==> config.mk <==
export PLATFORM = sky130hd
export DESIGN_NAME = feature_quantizer_2b
export DESIGN_NICKNAME = d
export VERILOG_FILES = /design/src/rtl/feature_quantizer_pkg.sv /design/src/rtl/feature_quantizer_2b_thresh_cmp.sv /design/src/rtl/feature_quantizer_2b.sv
export SDC_FILE = /design/constraint.sdc
export NUM_CORES = 1
export LEC_CHECK = 0
export ABC_CLOCK_PERIOD_IN_PS = 5100
export CAP_MARGIN = 40
export CORE_MARGIN = 2
export CORE_UTILIZATION = 45
export DETAILED_ROUTE_END_ITERATION = 16
export PLACE_DENSITY = 0.75
export SLEW_MARGIN = 10
export SYNTH_ARGS = -nofsm -noshare
export SYNTH_HDL_FRONTEND = slang
export SYNTH_HIERARCHICAL = 1
export SYNTH_SLANG_ARGS = --single-unit
export TNS_END_PERCENT = 100
==> constraint.sdc <==
create_clock -name clk -period 5.1 [get_ports clk]
set_clock_uncertainty 0.15 [all_clocks]
set_input_delay 0.51 -clock clk [delete_from_list [all_inputs] [get_ports clk]]
set_output_delay 0.51 -clock clk [all_outputs]
set_load 0.005 [all_outputs]
==> src/rtl/feature_quantizer_pkg.sv <==
// Shared parameters, assembly state type and the 2-bit threshold quantizer
// used by feature_quantizer_2b.
package feature_quantizer_pkg;

  localparam int N_FEAT = 6;
  localparam int IN_W   = 8;
  localparam int IDX_W  = $clog2(N_FEAT);
  localparam int FEAT_W = 2 * N_FEAT;

  localparam logic [IN_W-1:0] THR0 = 8'd64;
  localparam logic [IN_W-1:0] THR1 = 8'd128;
  localparam logic [IN_W-1:0] THR2 = 8'd192;

  typedef enum logic {
    FILL = 1'b0,
    FULL = 1'b1
  } asm_state_t;

  // Count of thresholds met, so unsorted thresholds still give a defined code.
  function automatic logic [1:0] quantize2b(
    input logic [IN_W-1:0] x,
    input logic [IN_W-1:0] t0,
    input logic [IN_W-1:0] t1,
    input logic [IN_W-1:0] t2
  );
    logic [1:0] code;
    code = {1'b0, (x >= t0)} + {1'b0, (x >= t1)} + {1'b0, (x >= t2)};
    return code;
  endfunction

endpackage

==> src/rtl/feature_quantizer_2b_thresh_cmp.sv <==
// Three unsigned comparators and their sum: maps one raw sample to a 2-bit
// code against the thresholds of the slot being filled.
module fq_thresh_cmp
  import feature_quantizer_pkg::*;
(
  input  logic [IN_W-1:0] x,
  input  logic [IN_W-1:0] t0,
  input  logic [IN_W-1:0] t1,
  input  logic [IN_W-1:0] t2,
  output logic [1:0]      code
);

  assign code = quantize2b(x, t0, t1, t2);

endmodule

==> src/rtl/feature_quantizer_2b.sv <==
// Streaming 2-bit feature quantizer: assembles N_FEAT codes into one packed
// vector behind a registered valid/ready output. Optional macro
// FQ_THR_PROG_EN adds a per-feature programmable threshold port.
module feature_quantizer_2b
  import feature_quantizer_pkg::*;
(
  input  logic              clk,
  input  logic              rst_n,
  input  logic              s_valid,
  output logic              s_ready,
  input  logic [IN_W-1:0]   s_data,
  input  logic              s_last,
  output logic              m_valid,
  input  logic              m_ready,
  output logic [FEAT_W-1:0] m_feat,
  output logic              m_err
`ifdef FQ_THR_PROG_EN
  ,
  input  logic              cfg_we,
  input  logic [IDX_W-1:0]  cfg_idx,
  input  logic [1:0]        cfg_sel,
  input  logic [IN_W-1:0]   cfg_data
`endif
);

  asm_state_t        state_r;
  logic [IDX_W-1:0]  idx_r;
  logic [FEAT_W-1:0] buf_r;
  logic              buf_err_r;
  logic              out_valid_r;
  logic [FEAT_W-1:0] out_feat_r;
  logic              out_err_r;

  logic [IN_W-1:0]   t0_s;
  logic [IN_W-1:0]   t1_s;
  logic [IN_W-1:0]   t2_s;
  logic [1:0]        code_s;
  logic              accept_s;
  logic              last_slot_s;
  logic              complete_s;
  logic              out_free_s;
  logic [FEAT_W-1:0] vec_s;
  logic              vec_err_s;

`ifdef FQ_THR_PROG_EN
  logic [IN_W-1:0] thr_r [N_FEAT][3];
  logic            cfg_hit_s;

  assign cfg_hit_s = cfg_we && (cfg_sel != 2'd3) && (cfg_idx < IDX_W'(N_FEAT));

  // Per-feature threshold registers, written through the cfg port.
  always_ff @(posedge clk or negedge rst_n) begin
    if (!rst_n) begin
      for (int k = 0; k < N_FEAT; k++) begin
        thr_r[k][0] <= THR0;
        thr_r[k][1] <= THR1;
        thr_r[k][2] <= THR2;
      end
    end else if (cfg_hit_s) begin
      thr_r[cfg_idx][cfg_sel] <= cfg_data;
    end
  end

  // Thresholds of the slot currently being filled.
  always_comb begin
    t0_s = thr_r[idx_r][0];
    t1_s = thr_r[idx_r][1];
    t2_s = thr_r[idx_r][2];
  end
`else
  assign t0_s = THR0;
  assign t1_s = THR1;
  assign t2_s = THR2;
`endif

  fq_thresh_cmp u_cmp (
    .x    (s_data),
    .t0   (t0_s),
    .t1   (t1_s),
    .t2   (t2_s),
    .code (code_s)
  );

  assign s_ready     = (state_r == FILL);
  assign accept_s    = s_valid && s_ready;
  assign last_slot_s = (idx_r == IDX_W'(N_FEAT - 1));
  assign complete_s  = accept_s && (last_slot_s || s_last);
  assign out_free_s  = !out_valid_r || m_ready;

  // Buffer contents after this beat; slots beyond idx read as zero on early s_last.
  always_comb begin
    vec_s = {FEAT_W{1'b0}};
    for (int k = 0; k < N_FEAT; k++) begin
      if (IDX_W'(k) < idx_r) begin
        vec_s[2*k +: 2] = buf_r[2*k +: 2];
      end else if (IDX_W'(k) == idx_r) begin
        vec_s[2*k +: 2] = code_s;
      end else begin
        vec_s[2*k +: 2] = 2'b00;
      end
    end
    vec_err_s = last_slot_s ^ s_last;
  end

  // Assembly buffer state machine and the registered output stage.
  always_ff @(posedge clk or negedge rst_n) begin
    if (!rst_n) begin
      state_r     <= FILL;
      idx_r       <= {IDX_W{1'b0}};
      buf_r       <= {FEAT_W{1'b0}};
      buf_err_r   <= 1'b0;
      out_valid_r <= 1'b0;
      out_feat_r  <= {FEAT_W{1'b0}};
      out_err_r   <= 1'b0;
    end else begin
      case (state_r)
        FILL: begin
          if (complete_s) begin
            idx_r <= {IDX_W{1'b0}};
            if (out_free_s) begin
              out_valid_r <= 1'b1;
              out_feat_r  <= vec_s;
              out_err_r   <= vec_err_s;
              buf_r       <= {FEAT_W{1'b0}};
              buf_err_r   <= 1'b0;
            end else begin
              buf_r     <= vec_s;
              buf_err_r <= vec_err_s;
              state_r   <= FULL;
            end
          end else begin
            if (accept_s) begin
              buf_r <= vec_s;
              idx_r <= idx_r + IDX_W'(1);
            end
            if (m_ready) begin
              out_valid_r <= 1'b0;
            end
          end
        end
        FULL: begin
          // Output is necessarily occupied here; hand over on consume.
          if (m_ready) begin
            out_valid_r <= 1'b1;
            out_feat_r  <= buf_r;
            out_err_r   <= buf_err_r;
            buf_r       <= {FEAT_W{1'b0}};
            buf_err_r   <= 1'b0;
            state_r     <= FILL;
          end
        end
        default: begin
          state_r <= FILL;
          idx_r   <= {IDX_W{1'b0}};
        end
      endcase
    end
  end

  assign m_valid = out_valid_r;
  assign m_feat  = out_feat_r;
  assign m_err   = out_err_r;

endmodule
; Word level (Yosys, flattened, before mapping)
; Index checks and enable logic that the tools add are counted.
[classes]
addsub = 3
n_mul = 0
div = 0
n_lt_le_gt_ge = 9
n_eq_ne = 12
shifts = 0
n_mux = 39
n_bitwise = 2
reduce_logical = 12
[op_table]
columns = operator, count
row1 = $mux W12, 7
row2 = $pmux W12 S2, 2
row3 = $mux W2, 12
row4 = $ge A8 B8 Y1 const B, 2
row5 = $mux W1, 12
row6 = $ge A8 B7 Y1 const B, 1
row7 = $pmux W1 S2, 4
row8 = $eq A2 B3 Y1 const A, 2
row9 = $eq A3 B3 Y1 const A, 2
row10 = $lt A1 B3 Y1 const A, 2
row11 = $lt A2 B3 Y1 const A, 2
row12 = $lt A3 B3 Y1 const A, 2
row13 = $mux W3, 2
row14 = $ne A3 B1 Y1 const B, 2
row15 = $reduce_and A2 Y1, 3
row16 = $reduce_and A3 Y1, 2
row17 = $ne A2 B1 Y1 const B, 2
row18 = $add A3 B1 Y3 const B, 1
row19 = $eq A1 B3 Y1 const A, 1
row20 = $eq A3 B3 Y1 const B, 1
row21 = $logic_not A3 Y1, 1
row22 = $ne A3 B2 Y1 const B, 1
row23 = $add A1 B1 Y2, 1
row24 = $add A2 B1 Y2, 1
row25 = other kinds (7), 9
[word_totals]
ff_bits = 31
latchBits = 0
ramBits = 0
romBits = 0
inputBits = 13
output_inout_bits = 15
wordCells = 84
memories = 0

; Depth between registers and ports, before layout
[logic_depth]
ltp_word = 8
depth_mapped = 10
depth_no_buf = 10

; Cells and area by module
; Netlist, hierarchy kept.
[by_module_without_submodules]
columns = module, n_inst, cells_per_inst, area_each_um2, seq_area_each_um2
row1 = feature_quantizer_2b, 1, 188, 1826.8, 775.7
row2 = fq_thresh_cmp, 1, 74, 605.6, 0.0

; Worst setup path after synthesis
; No wires, ideal clock.
[synth_path]
path_kind = input to register
from = input s_data[6]
to = register out_feat_r[4], in the netlist m_feat[4]
setup_ps = 143
arrival_time_ps = 2405
t_required_ps = 4807
slack_ps = 2403
path_stages = 8
path_buffers = 0
cell_sequence = ha_1 -> a21o_1 -> a221oi_2 -> o21ai_1 -> fa_1 -> and3_1 -> o32ai_1 -> a21oi_1
[synth_between]
elab_chain_cells = 8
word_cells_on_any_way = 10
cone_classes = add/sub: 2 / order compare: 3 / mux: 5
[synth_rtl]
columns = element, line
row1 = "start, declared", feature_quantizer_2b.sv:11  ; input logic [IN_W-1:0] s_data,
row2 = $ge A8 B7 Y1 or $ge A8 B8 Y1 (tied branches), feature_quantizer_pkg.sv:27  ; code = {1'b0, (x >= t0)} + {1'b0, (x >= t1)} + {1'b0, (x >= t2)};
row3 = $add A1 B1 Y2, feature_quantizer_pkg.sv:27
row4 = $add A2 B1 Y2 (*), feature_quantizer_pkg.sv:27
row5 = net code_s[0], feature_quantizer_2b.sv:37  ; logic [1:0] code_s;
row6 = $mux W2 (*), feature_quantizer_2b.sv:96  ; end else if (IDX_W'(k) == idx_r) begin
row7 = $mux W2 (*), feature_quantizer_2b.sv:94  ; if (IDX_W'(k) < idx_r) begin
row8 = $mux W12 (*), feature_quantizer_2b.sv:120  ; if (out_free_s) begin
row9 = $mux W12 (*), feature_quantizer_2b.sv:118  ; if (complete_s) begin
row10 = $pmux W12 S2 (*), feature_quantizer_2b.sv:116  ; case (state_r)
row11 = "end signal, assigned", feature_quantizer_2b.sv:113  ; out_feat_r <= {FEAT_W{1'b0}};
row12 = "end signal, assigned", feature_quantizer_2b.sv:122  ; out_feat_r <= vec_s;
row13 = "end signal, assigned", feature_quantizer_2b.sv:145  ; out_feat_r <= buf_r;
row14 = "end, declared", feature_quantizer_2b.sv:31  ; logic [FEAT_W-1:0] out_feat_r;
; The timed path passes the listed nets; every way through them passes the cells marked *. The select of a mux whose other input is x is not followed.
; A chain may end at the register's enable or synchronous reset.

; Worst setup path in the final report
[layout_path]
from = input s_data[6]
to = register out_feat_r[6], in the netlist m_feat[6]
; The elaborated chain is that of the path after synthesis.

==> run_results.csv <==
group,metric,value,unit
timing,rsz0062_at_grt,"false",
yosys,syn-cell-area,2430,µm²
clock_network,clk_latency,0.28,ns
timing,fmax,321,MHz
clock_network,clock_sinks,31,
run_status,status,"complete, no violations",
placed_design,gp_congestion,0.834,
layout,fillCellCount,478,
job,drv_cap,0,
power_and_ir_drop,p_leak,1.30,nW
placed_design,placed_area,2780,µm²
floorplanning,die_w,77.5,µm
global_route,antenna_found_initial,0,
yosys,syn_inst,262,
layout,stdcell_area,2880,µm²
yosys,synth_area_leaders,"dfrtp_1 (32%), ha_1 (14%), inv_1 (3.9%), o22ai_1 (3.9%), a21o_1 (2.8%)",
routing,drt-vias-per-instance,5.47,
floorplanning,std_cell_rows,26,
yosys,synth_top_flop_cell,"dfrtp_1",
yosys,ys_seq_area_share,31.9,%
yosys,synth_seq_cells,31,
routing,ant_nets,0,
floorplanning,io_pins,28,
min_path,hold_class,"reg -> reg",
timing,finalSetupTns,0,ns
routing,drt_iter0_drc,111,
global_route,overflow,0,
routing,avgRoutedWirePerCell,14.1,µm
layout,antenna_cells,0,
clock_network,postCtsHoldBufs,0,
yosys,synth_cell_type_count,52,
routing,drc,0,
layout,fin_util,55.7,%
timing,slew_headroom,57.1,%
floorplanning,die_area,6010,µm²
layout,layout.nets,346,
clock_network,cts_setup_buffers,0,
critical_path,critical_path_arrival,3.18,ns
yosys,synth_edf_count,0,
clock_network,cts-root-buf,"clkbuf_8",
yosys,avgSynthCellArea,9.28,µm²
timing,final_max_slew_viol_count,0,
yosys,yosys_warnings,6,
placed_design,port-buffer-count,27,
timing,post-route-period-util,61.2,%
timing,hold_viol,0,
global_route,grt_use_total,19.4,%
yosys,yosys-top-cells-count,"dfrtp_1 (31), ha_1 (27), inv_1 (25), nand2_1 (17), o22ai_1 (15)",
routing,drt-met1-wl,2410,µm
yosys,synth_area_leader_cell,"dfrtp_1",
clock_network,numCtsBuffers,5,
critical_path,required,5.16,ns
routing,top_layer_used,"met4",
yosys,synthMostInstantiatedCell,"dfrtp_1",
global_route,grt_pass1_vias,2071,
clock_network,htree_levels,2,
clock_network,tritoncts,"done",
clock_network,clock_path_buffers,2,
power_and_ir_drop,power.density,308,nW/µm²
placed_design,hpwlAfterDp,3820,µm
floorplanning,dieHeight,77.5,µm
critical_path,startpoint_type,"primary input",
timing,min_period,3.12,ns
timing,setup_viol_count_final,0,
routing,dr.pass1.iters,4,
routing,wl,5280,µm
global_route,grt_max_degree,32,
critical_path,worst_setup_path_end_kind,"flop",
timing,hold_ws,0.367,ns
routing,vias,2055,
clock_network,ctsResizeCount,0,
power_and_ir_drop,ir_worst_vdd,0.137,mV
routing,met2RoutedLength,2600,µm
clock_network,clk_pin_slew,0.06,ns
layout,area_delta_synth_final,18.4,%
timing,worst_pin_slew,0.643,ns
floorplanning,start_util,47.0,%
yosys,async_flop_share,100,%
critical_path,cp_max_fo,6,
floorplanning,fp.coreArea,5170,µm²
yosys,yosysTopAreaCellShare,31.9,%
global_route,grt_pass1_wl,9480,µm
routing,wl_met3,214,µm
critical_path,path_class,"in -> reg",
layout,drive_above_1_share,9.48,%
==> routing by layer <==
layer  track usage [%]  vias up
met1              24.8      984
met5                 0        -
met2              33.3       38
met3              4.19        6
met4              5.18        0
li1                  -     1027
==> layout make-up <==
class                   instances  area, µm²  area share [%]
flip-flops and latches         31        776            26.9
repair buffers                 29        285            9.91
clock buffers                   8        100            3.48
inverters                      26       97.6            3.39
well taps                      70       87.6            3.04
multi-input cells             212       1530            53.2
==> sequential cells by signal, summed over array words and instances, names as in the netlist <==
name and count:
m_feat 12, buf_err_r 1, m_err 1, state_r 1, idx_r 3, buf_r 12
m_valid 1
==> critical path: stages <==
cell	delay, ns
clkdlybuf4s50_1	0.45
ha_1	0.34
a21o_1	0.20
a221oi_2	0.25
o21ai_1	0.12
fa_1	0.67
nand3_1	0.10
o21ai_0	0.26
o22ai_1	0.12
a21oi_1	0.16
==> worst paths after layout <==
path / endpoint / startpoint / cells past startpoint / slack (ns)
worst max-delay path: m_feat[6]$_DFFE_PN0P_ / s_data[6] / 10 / 1.98
worst min-delay path: buf_r[4]$_DFFE_PN0P_ / buf_r[4]$_DFFE_PN0P_ / 2 / 0.37
worst max register to register: m_feat[5]$_DFFE_PN0P_ / idx_r[2]$_DFFE_PN0P_ / 4 / 3.01
worst min register to register: buf_r[4]$_DFFE_PN0P_ / buf_r[4]$_DFFE_PN0P_ / 2 / 0.37
max in group asynchronous: buf_r[6]$_DFFE_PN0P_ / rst_n / 2 / 4.03
min in group asynchronous: m_feat[1]$_DFFE_PN0P_ / rst_n / 2 / 0.48
==> power by group <==
part / switching, W / total (W) / internal, W
sequential: 0.0000597 / 0.000356 / 0.000296
clock: 0.0000948 / 0.000218 / 0.000123
combinational: 0.000142 / 0.000314 / 0.000173
==> kinds of logic (layout without fill, tap and decap cells) <==
kind of cell	Yosys count	after routing	share of synthesized area (%)
AOI/OAI and AO/OA	94	94	28.3
and+or+nand+nor	64	64	15.4
buffers and inverters	41	63	8.49
DFF	31	31	31.9
adders and majority gates	28	28	14.7
other	2	24	0.309
muxes	2	2	0.874
==> cells in the final DEF (no fill, tap or decap), types with 7 or more instances in the layout <==
master and instances:
inv_1 25, o21ai_1 9, ha_1 27, a31oi_1 8, dfrtp_1 31, nand3_1 7
nand2_1 17, clkbuf_8 7, clkdlybuf4s50_1 27, a21o_1 9, o22ai_1 15, nand2b_1 7
a21oi_1 13, conb_1 24, o21ai_0 7
==> stage by stage <==
step           instances  setup slack, ns  total power (W)
3_3_place_gp         367             1.80         0.000665
2_1_floorplan        284             2.40         0.000551
5_1_grt              376             1.74         0.000952
4_1_cts              376             2.00         0.000891
3_5_place_dp         368             1.69         0.000674
6_report             376             1.98         0.000888
Note: power is estimated with default switching activity, not from simulation.
